$ cat src/rtl/seq_det_param.sv
// Runtime-programmable serial bit-pattern detector (framing / sync-word finder).
//
// Ports:
//   clk, rst      clock and synchronous active-high reset
//   in_valid, in  qualified serial input; the first bit received is the pattern MSB
//   cfg_we        loads cfg_pat / cfg_len / cfg_ovl and clears the bit history
//   cfg_pat       pattern; cfg_pat[cfg_len-1] is expected first, cfg_pat[0] last
//   cfg_len       pattern length, legal range 1..PAT_W
//   cfg_ovl       1 = overlapping detection, 0 = non-overlapping
//   cnt_clr       clears the match counter (a same-cycle match still counts)
//   out           combinational match, high while the final pattern bit is presented
//   out_q         out delayed by one cycle
//   match_cnt     saturating match counter
//   cnt_sat       high while match_cnt is all ones
//   cfg_err       configured length is illegal; the detector is disabled
module seq_det_param #(
  parameter int unsigned PAT_W = 8,
  parameter int unsigned CNT_W = 8,
  parameter int unsigned LEN_W = $clog2(PAT_W + 1)
) (
  input  logic             clk,
  input  logic             rst,
  input  logic             in_valid,
  input  logic             in,
  input  logic             cfg_we,
  input  logic [PAT_W-1:0] cfg_pat,
  input  logic [LEN_W-1:0] cfg_len,
  input  logic             cfg_ovl,
  input  logic             cnt_clr,
  output logic             out,
  output logic             out_q,
  output logic [CNT_W-1:0] match_cnt,
  output logic             cnt_sat,
  output logic             cfg_err
);

  localparam int unsigned     LEN_W1   = LEN_W + 1;
  localparam logic [LEN_W-1:0] MAX_LEN  = LEN_W'(PAT_W);
  localparam logic [LEN_W-1:0] FILL_MAX = LEN_W'(PAT_W - 1);

  logic [PAT_W-1:0] pat_q;
  logic [LEN_W-1:0] len_q;
  logic             ovl_q;
  logic [PAT_W-2:0] hist_q;
  logic [LEN_W-1:0] fill_q;

  logic [PAT_W-1:0] window;
  logic [PAT_W-1:0] len_mask;
  logic             pat_hit;
  logic             fill_ok;

  // Match logic: compare the newest len bits (history plus the live bit) to the pattern.
  always_comb begin
    window   = {hist_q, in};
    len_mask = '0;
    for (int unsigned i = 0; i < PAT_W; i++) begin
      len_mask[i] = (i < 32'(len_q));
    end
    pat_hit = ((window ^ pat_q) & len_mask) == '0;
    // fill >= len-1, evaluated one bit wider so len=0 cannot underflow
    fill_ok = (LEN_W1'(fill_q) + LEN_W1'(1)) >= LEN_W1'(len_q);
    // A config write takes priority over a coincident input bit
    out     = in_valid & ~cfg_we & ~cfg_err & ~rst & fill_ok & pat_hit;
  end

  assign cnt_sat = &match_cnt;

  // Config, history and registered outputs.
  always_ff @(posedge clk) begin
    if (rst) begin
      pat_q     <= '0;
      len_q     <= '0;
      ovl_q     <= 1'b1;
      hist_q    <= '0;
      fill_q    <= '0;
      out_q     <= 1'b0;
      match_cnt <= '0;
      cfg_err   <= 1'b1;
    end else begin
      out_q <= out;

      if (cnt_clr) begin
        match_cnt <= out ? CNT_W'(1) : '0;
      end else if (out && !cnt_sat) begin
        match_cnt <= match_cnt + CNT_W'(1);
      end

      if (cfg_we) begin
        pat_q   <= cfg_pat;
        len_q   <= cfg_len;
        ovl_q   <= cfg_ovl;
        hist_q  <= '0;
        fill_q  <= '0;
        cfg_err <= (cfg_len == '0) || (cfg_len > MAX_LEN);
      end else if (in_valid) begin
        if (out && !ovl_q) begin
          // Non-overlapping: the matching bit is not reused for the next match
          hist_q <= '0;
          fill_q <= '0;
        end else begin
          hist_q <= window[PAT_W-2:0];
          if (fill_q != FILL_MAX) begin
            fill_q <= fill_q + LEN_W'(1);
          end
        end
      end
    end
  end

endmodule

$ cat config.mk
export PLATFORM = sky130hd
export DESIGN_NAME = seq_det_param
export DESIGN_NICKNAME = d
export VERILOG_FILES = /design/src/rtl/seq_det_param.sv
export SDC_FILE = /design/constraint.sdc
export NUM_CORES = 1
export LEC_CHECK = 0
export ABC_CLOCK_PERIOD_IN_PS = 3100
export BUFFER_PORTS_ARGS = -buffer_cell sky130_fd_sc_hd__clkbuf_2
export CAP_MARGIN = 10
export CELL_PAD_IN_SITES_DETAIL_PLACEMENT = 1
export CELL_PAD_IN_SITES_GLOBAL_PLACEMENT = 1
export CORE_MARGIN = 1
export CORE_UTILIZATION = 29
export DETAILED_ROUTE_END_ITERATION = 8
export GPL_TIMING_DRIVEN = 1
export PLACE_DENSITY_LB_ADDON = 0.08
export SLEW_MARGIN = 20
export SYNTH_ARGS = -nofsm -noshare
export SYNTH_HDL_FRONTEND = slang
export SYNTH_SLANG_ARGS = --single-unit
$ cat constraint.sdc
create_clock -name clk -period 3.1 [get_ports clk]
set_clock_uncertainty 0.15 [all_clocks]
set_input_delay 0.155 -clock clk [delete_from_list [all_inputs] [get_ports clk]]
set_output_delay 0.155 -clock clk [all_outputs]
set_load 0.01 [all_outputs]
* Yosys cells after proc, flatten, opt, wreduce, memory -nomap -nowiden
Index checks and enable logic that the tools add are counted.
** Cells by class
- Add/sub/neg operators :: 3
- $mul :: 0
- Divide/modulo/power cells :: 0
- Magnitude comparators :: 10
- Eq/ne operators :: 1
- Shifts and indexed selects :: 0
- Mux-type cells :: 6
- Bitwise operators :: 10
- Reduce and logical (&&, ||, !) cells :: 12
** Operators by type and width (number)
- $lt A3 B4 Y1 const A :: 4
- $mux W8 :: 2
- $add A8 B1 Y8 const B :: 1
- $and A8 B8 Y8 :: 1
- $logic_not A8 Y1 :: 1
- $lt A1 B4 Y1 const A :: 2
- $lt A2 B4 Y1 const A :: 2
- $mux W4 :: 2
- $reduce_and A8 Y1 :: 1
- $xor A8 B8 Y8 :: 1
- $mux W7 :: 1
- $add A4 B1 Y5 const B :: 1
- $and A1 B1 Y1 :: 5
- $ge A5 B4 Y1 :: 1
- $add A4 B1 Y4 const B :: 1
- $gt A4 B4 Y1 const B :: 1
- $logic_not A4 Y1 :: 1
- $ne A4 B3 Y1 const B :: 1
- $reduce_bool A2 Y1 :: 2
- $not A1 Y1 :: 3
- $logic_and A1 B1 Y1 :: 2
- $logic_not A1 Y1 :: 2
- $reduce_and A2 Y1 :: 1
- $reduce_or A2 Y1 :: 1
- 2 further kinds :: 2
** Word-level totals
- Bits in registers :: 34
- Latch bits :: 0
- RAM bits :: 0
- Memory bits (read-only) :: 0
- Output and inout port bits :: 12
- Logic and storage cells :: 50
- Memories kept :: 0

* Logic depth before layout (Yosys ltp)
- Depth in word-level cells :: 9
- Mapped depth :: 8
- Mapped depth without buffers :: 8

* Least setup slack after synthesis
No wires, ideal clock.
- Path type :: register -> register
- Start :: register fill_q[0]
- End :: register match_cnt[7]
- Library setup time :: 0.115 ns
- Arrival time :: 2.181 ns
- Data required time :: 2.835 ns
- Path slack :: 0.654 ns
- Stages on the path, launching flop included :: 9
- Path buffers :: 0
- Path through :: dfxtp_1 > ha_1 > xor2_1 > ha_1 > o21ai_0 > o21ai_0 > nand3_2 > or4_1 > and3_1
** On the way
- Word-level cells in the longest chain between the ends :: 6
** Ends and longest elaborated chain
- start, declared :: RTL line 45 : logic [LEN_W-1:0] fill_q;
- start signal, assigned :: RTL line 103 : fill_q <= fill_q + LEN_W'(1);
- $add A4 B1 Y5 :: RTL line 61 : fill_ok = (LEN_W1'(fill_q) + LEN_W1'(1)) >= LEN_W1'(len_q);
- $ge A5 B4 Y1 :: RTL line 61
- $and A1 B1 Y1 (2 in series) :: RTL line 63 : out = in_valid & ~cfg_we & ~cfg_err & ~rst & fill_ok & pat_hit;
- $logic_and A1 B1 Y1 :: RTL line 84 : end else if (out && !cnt_sat) begin
- $reduce_bool A2 Y1 (no source line)
- end signal, assigned :: RTL line 83 : match_cnt <= out ? CNT_W'(1) : '0;
- end signal, assigned :: RTL line 85 : match_cnt <= match_cnt + CNT_W'(1);
- end, declared :: RTL line 32 : output logic [CNT_W-1:0] match_cnt,
No other way between the ends.
A chain may end at the register's enable or synchronous reset.

* Worst setup path in the final report
- Start :: register fill_q[0]
- End :: output port out
** On the way
- Word-level cells in the longest chain between the ends :: 4
** Ends and longest elaborated chain
- $add A4 B1 Y5 :: RTL line 61
- $ge A5 B4 Y1 :: RTL line 61
- $and A1 B1 Y1 (2 in series) :: RTL line 63
- end, declared :: RTL line 30 : output logic out,
No other way between the ends.

==> results_tabular.tex <==
\begin{tabular}{lr}
\hline
Metric & Value \\
\hline
\multicolumn{2}{l}{\textbf{Clocking}} \\
\# Post-CTS Setup Buffers & 0 \\
Clock root buffer & sky130\_fd\_sc\_hd\_\_clkbuf\_8 \\
H-tree levels & 2 \\
Clock transition at the registers of the reported paths & about 0.070 ns \\
Maximum root-to-sink buffer count & 2 \\
CTS tree & done \\
Clock sink total & 34 \\
Latest clock arrival within the worst-skew pair & 0.28 ns \\
Total CTS buffers & 5 \\
\multicolumn{2}{l}{\textbf{Layout}} \\
Area growth, synth to finish & 23.4\% \\
Proportion of layout cells with a drive suffix above 1 & 20.6\% \\
Post-route cell area & between 2000 and 2500 um\^{}2 \\
Net total in the final layout & 252 \\
Filler cells & 699 \\
Utilization after layout & 37.7\% \\
Final standard cell count with taps included and fillers excluded & 300 \\
Diode insertion count for antenna repair & 0 \\
\multicolumn{2}{l}{\textbf{Synth}} \\
Post-synth top area cell & sky130\_fd\_sc\_hd\_\_dfxtp\_1 \\
Total of flip-flops plus latches after synthesis & 34 \\
Yosys top cell area share & 39.7\% \\
Library cell with the highest instance count after synthesis & sky130\_fd\_sc\_hd\_\_dfxtp\_1 \\
Mapped Nets & approximately 210 \\
Largest cells by area after synthesis & sky130\_fd\_sc\_hd\_\_dfxtp\_1 40\%, sky130\_fd\_sc\_hd\_\_mux2i\_1 8.8\%, sky130\_fd\_sc\_hd\_\_nor2\_1 5.7\% \\
Post-synthesis instance area & around 1700 um\^{}2 \\
Mean instance size in the synthesized netlist & about 9.4 um\^{}2 \\
Sequential element share of the synthesized area & 39.7\% \\
Number of enable flip-flop cells after synthesis & 0 \\
Unique masters post-synth & 44 \\
Commonest cells in the synthesized netlist & 34 x sky130\_fd\_sc\_hd\_\_dfxtp\_1, 26 x sky130\_fd\_sc\_hd\_\_nor2\_1, 15 x sky130\_fd\_sc\_hd\_\_mux2i\_1, 9 x sky130\_fd\_sc\_hd\_\_nand2\_1 \\
Share of flip-flops with an asynchronous set or reset after synthesis & 0\% \\
Warnings, synthesis & 0 \\
Main synth FF type & sky130\_fd\_sc\_hd\_\_dfxtp\_1 \\
Number of instances in the synthesized netlist & 183 \\
\multicolumn{2}{l}{\textbf{Detailed routing}} \\
Per-cell routed wire length & 15.1 um \\
DR vias & 1532 \\
Violation count after the first detailed-routing iteration & 42 \\
DRT Wirelength & $\sim$4.5 mm \\
Remaining design rule violation count & 0 \\
Drt via density & 5.11 \\
Router iterations before antenna repair & 4 \\
Number of nets still failing antenna checks after routing & 0 \\
\multicolumn{2}{l}{\textbf{Timing}} \\
Max-slew violation total from the final report & 0 \\
Relative slew margins & between 50 and 60\% \\
Final critical-path required period & 2.77 ns \\
Setup TNS & 0 ns \\
Final worst path period share & between 80\% and 90\% \\
Setup violations, final & 0 \\
Worst Setup Slack, final & $\sim$0.33 ns \\
Maximum achievable frequency & 0.361 GHz \\
Slew at the pin closest to its max-slew limit & around 0.62 ns \\
Smallest hold slack & 0.00298 ns \\
Hold violation total from the final report & 0 \\
Unrepaired setup endpoints after global routing & no \\
\multicolumn{2}{l}{\textbf{Status}} \\
Outcome & completed \\
\multicolumn{2}{l}{\textbf{Place}} \\
Pre-CTS setup slack & 0.393 ns \\
Sum of net half-perimeters after detailed placement & 3.38 mm \\
Buffers on Ports & 30 \\
Number of cells in the design after placement & 281 \\
Total placed instance area & 1910 um\^{}2 \\
Placer congestion estimate & 0.828 \\
\multicolumn{2}{l}{\textbf{Pwr}} \\
Total power divided by cell area & about 430 nW/um\^{}2 \\
Overall power & 0.908 mW \\
Maximum ir drop on the vdd rail & 0.000207 V \\
Static leakage power & 0.863 nW \\
\multicolumn{2}{l}{\textbf{Floorplanning}} \\
Die Span X & 78.9 um \\
Die Y-Extent & just under 80 um \\
Site row count & 27 \\
Placeable core area & 5610 um\^{}2 \\
Starting density of the core & 30.5\% \\
DIE AREA & 6220 um\^{}2 \\
Number of I/O pins & 31 \\
\multicolumn{2}{l}{\textbf{Global routing}} \\
Maximum number of pins on one net before global-route repair & 19 \\
Wire length of the first global-routing pass & roughly 7 mm \\
Antenna violations before repair & 0 \\
Overall global routing resource usage & 15.0\% \\
Via count of the first global-routing pass & about 1500 \\
Total global routing overflow & 0 \\
\multicolumn{2}{l}{\textbf{Hold path}} \\
Hold Crit Class & input pin to flip-flop \\
\multicolumn{2}{l}{\textbf{Critical path}} \\
Highest fanout seen on the critical path & 6 \\
Critical path arrival & 2.46 ns \\
Crit Path Class & flip-flop to output port \\
Element type at the critical path start & flip-flop \\
Critical Path End Type & output port \\
Required time of the worst setup path & 2.79 ns \\
\multicolumn{2}{l}{\textbf{Run}} \\
Count of maximum capacitance violations & 0 \\
\hline
\end{tabular}
## kinds of logic (layout without fill, tap and decap cells)
family / Yosys count / in the layout / share of synthesized area [%]
AOI/OAI and AO/OA: 41 / 41 / 17.5
and+or+nand+nor: 64 / 64 / 19.4
buffers and inverters: 12 / 57 / 4.53
adders and majority gates: 6 / 6 / 4.38
xor gates and xnor gates: 11 / 11 / 5.62
muxes: 15 / 15 / 8.77
DFF: 34 / 34 / 39.7
## routing by layer
| metal | part of all wire (%) | wire [um] | global-route usage [%] |
|---|---|---|---|
| met1 | 45 | 2030 | 17.9 |
| met5 | 0 | 0 | 0 |
| met2 | 50 | 2240 | 26.1 |
| met4 | 2.1 | 93 | 5.82 |
| met3 | 3.2 | 146 | 3.45 |
## where the power goes
part	switching (mW)	internal (mW)	total, mW
clock	0.161	0.179	0.340
combinational	0.0514	0.0509	0.102
sequential	0.0152	0.450	0.465
## sequential cells by signal (all words and copies together) (netlist names)
register and flops:
pat_q 8, out_q 1, len_q 4, hist_q 7, fill_q 4, cfg_err 1
ovl_q 1, match_cnt 8
## cells in the final DEF (no fill, tap or decap), types with 2 or more instances in the layout
cell | Yosys | routed
sky130_fd_sc_hd__a21oi_1 | 8 | 8
sky130_fd_sc_hd__a22o_1 | 8 | 8
sky130_fd_sc_hd__and4_1 | 2 | 2
sky130_fd_sc_hd__buf_4 | 0 | 2
sky130_fd_sc_hd__clkbuf_2 | 0 | 30
sky130_fd_sc_hd__clkbuf_8 | 1 | 6
sky130_fd_sc_hd__dfxtp_1 | 34 | 34
sky130_fd_sc_hd__dlygate4sd3_1 | 0 | 11
sky130_fd_sc_hd__ha_1 | 6 | 6
sky130_fd_sc_hd__inv_1 | 6 | 6
sky130_fd_sc_hd__mux2i_1 | 15 | 15
sky130_fd_sc_hd__nand2_1 | 9 | 9
sky130_fd_sc_hd__nand2b_1 | 2 | 2
sky130_fd_sc_hd__nand3_1 | 5 | 5
sky130_fd_sc_hd__nor2_1 | 26 | 26
sky130_fd_sc_hd__nor3_1 | 3 | 3
sky130_fd_sc_hd__nor4_1 | 2 | 2
sky130_fd_sc_hd__nor4b_1 | 2 | 2
sky130_fd_sc_hd__o21ai_0 | 6 | 6
sky130_fd_sc_hd__o22ai_1 | 3 | 3
sky130_fd_sc_hd__o31ai_1 | 2 | 2
sky130_fd_sc_hd__o41ai_1 | 3 | 3
sky130_fd_sc_hd__or2_2 | 3 | 3
sky130_fd_sc_hd__or4b_1 | 2 | 2
sky130_fd_sc_hd__xnor2_1 | 8 | 8
sky130_fd_sc_hd__xor2_1 | 3 | 3
## worst paths after layout
kind                                    from           end  slack (ns)  cells past startpoint
worst max register to register     fill_q[0]  match_cnt[7]        0.39                      8
worst min-delay path              cfg_len[1]      len_q[1]       0.003                      3
worst max-delay path               fill_q[0]           out        0.33                      8
worst min register to register  match_cnt[5]  match_cnt[5]        0.35                      2
## layout make-up
| cell class | instances | area [um^2] | share of cell area [%] |
|---|---|---|---|
| clock buffer | 7 | 86.3 | 4.08 |
| multi-input combinational | 137 | 955 | 45.1 |
| sequential | 34 | 681 | 32.2 |
| clock inverter | 1 | 5.00 | 0.237 |
| inverter | 6 | 22.5 | 1.07 |
| timing repair buffer | 43 | 275 | 13.0 |
| tap | 72 | 90.1 | 4.26 |
## critical path: stages (launching register included)
cell and delay (ns):
sky130_fd_sc_hd__dfxtp_1 0.37, sky130_fd_sc_hd__ha_1 0.28, sky130_fd_sc_hd__xor2_1 0.16, sky130_fd_sc_hd__ha_1 0.27
sky130_fd_sc_hd__o21ai_0 0.07, sky130_fd_sc_hd__o21ai_0 0.32, sky130_fd_sc_hd__nand2_1 0.12, sky130_fd_sc_hd__nor4b_1 0.38
sky130_fd_sc_hd__clkbuf_2 0.20
## repair_timing
item,4_1_cts,5_1_grt
hold buffers,11,0
hold endpoints to repair,11,0
gates resized for setup,0,0
Power figures use the tool's default switching activity.
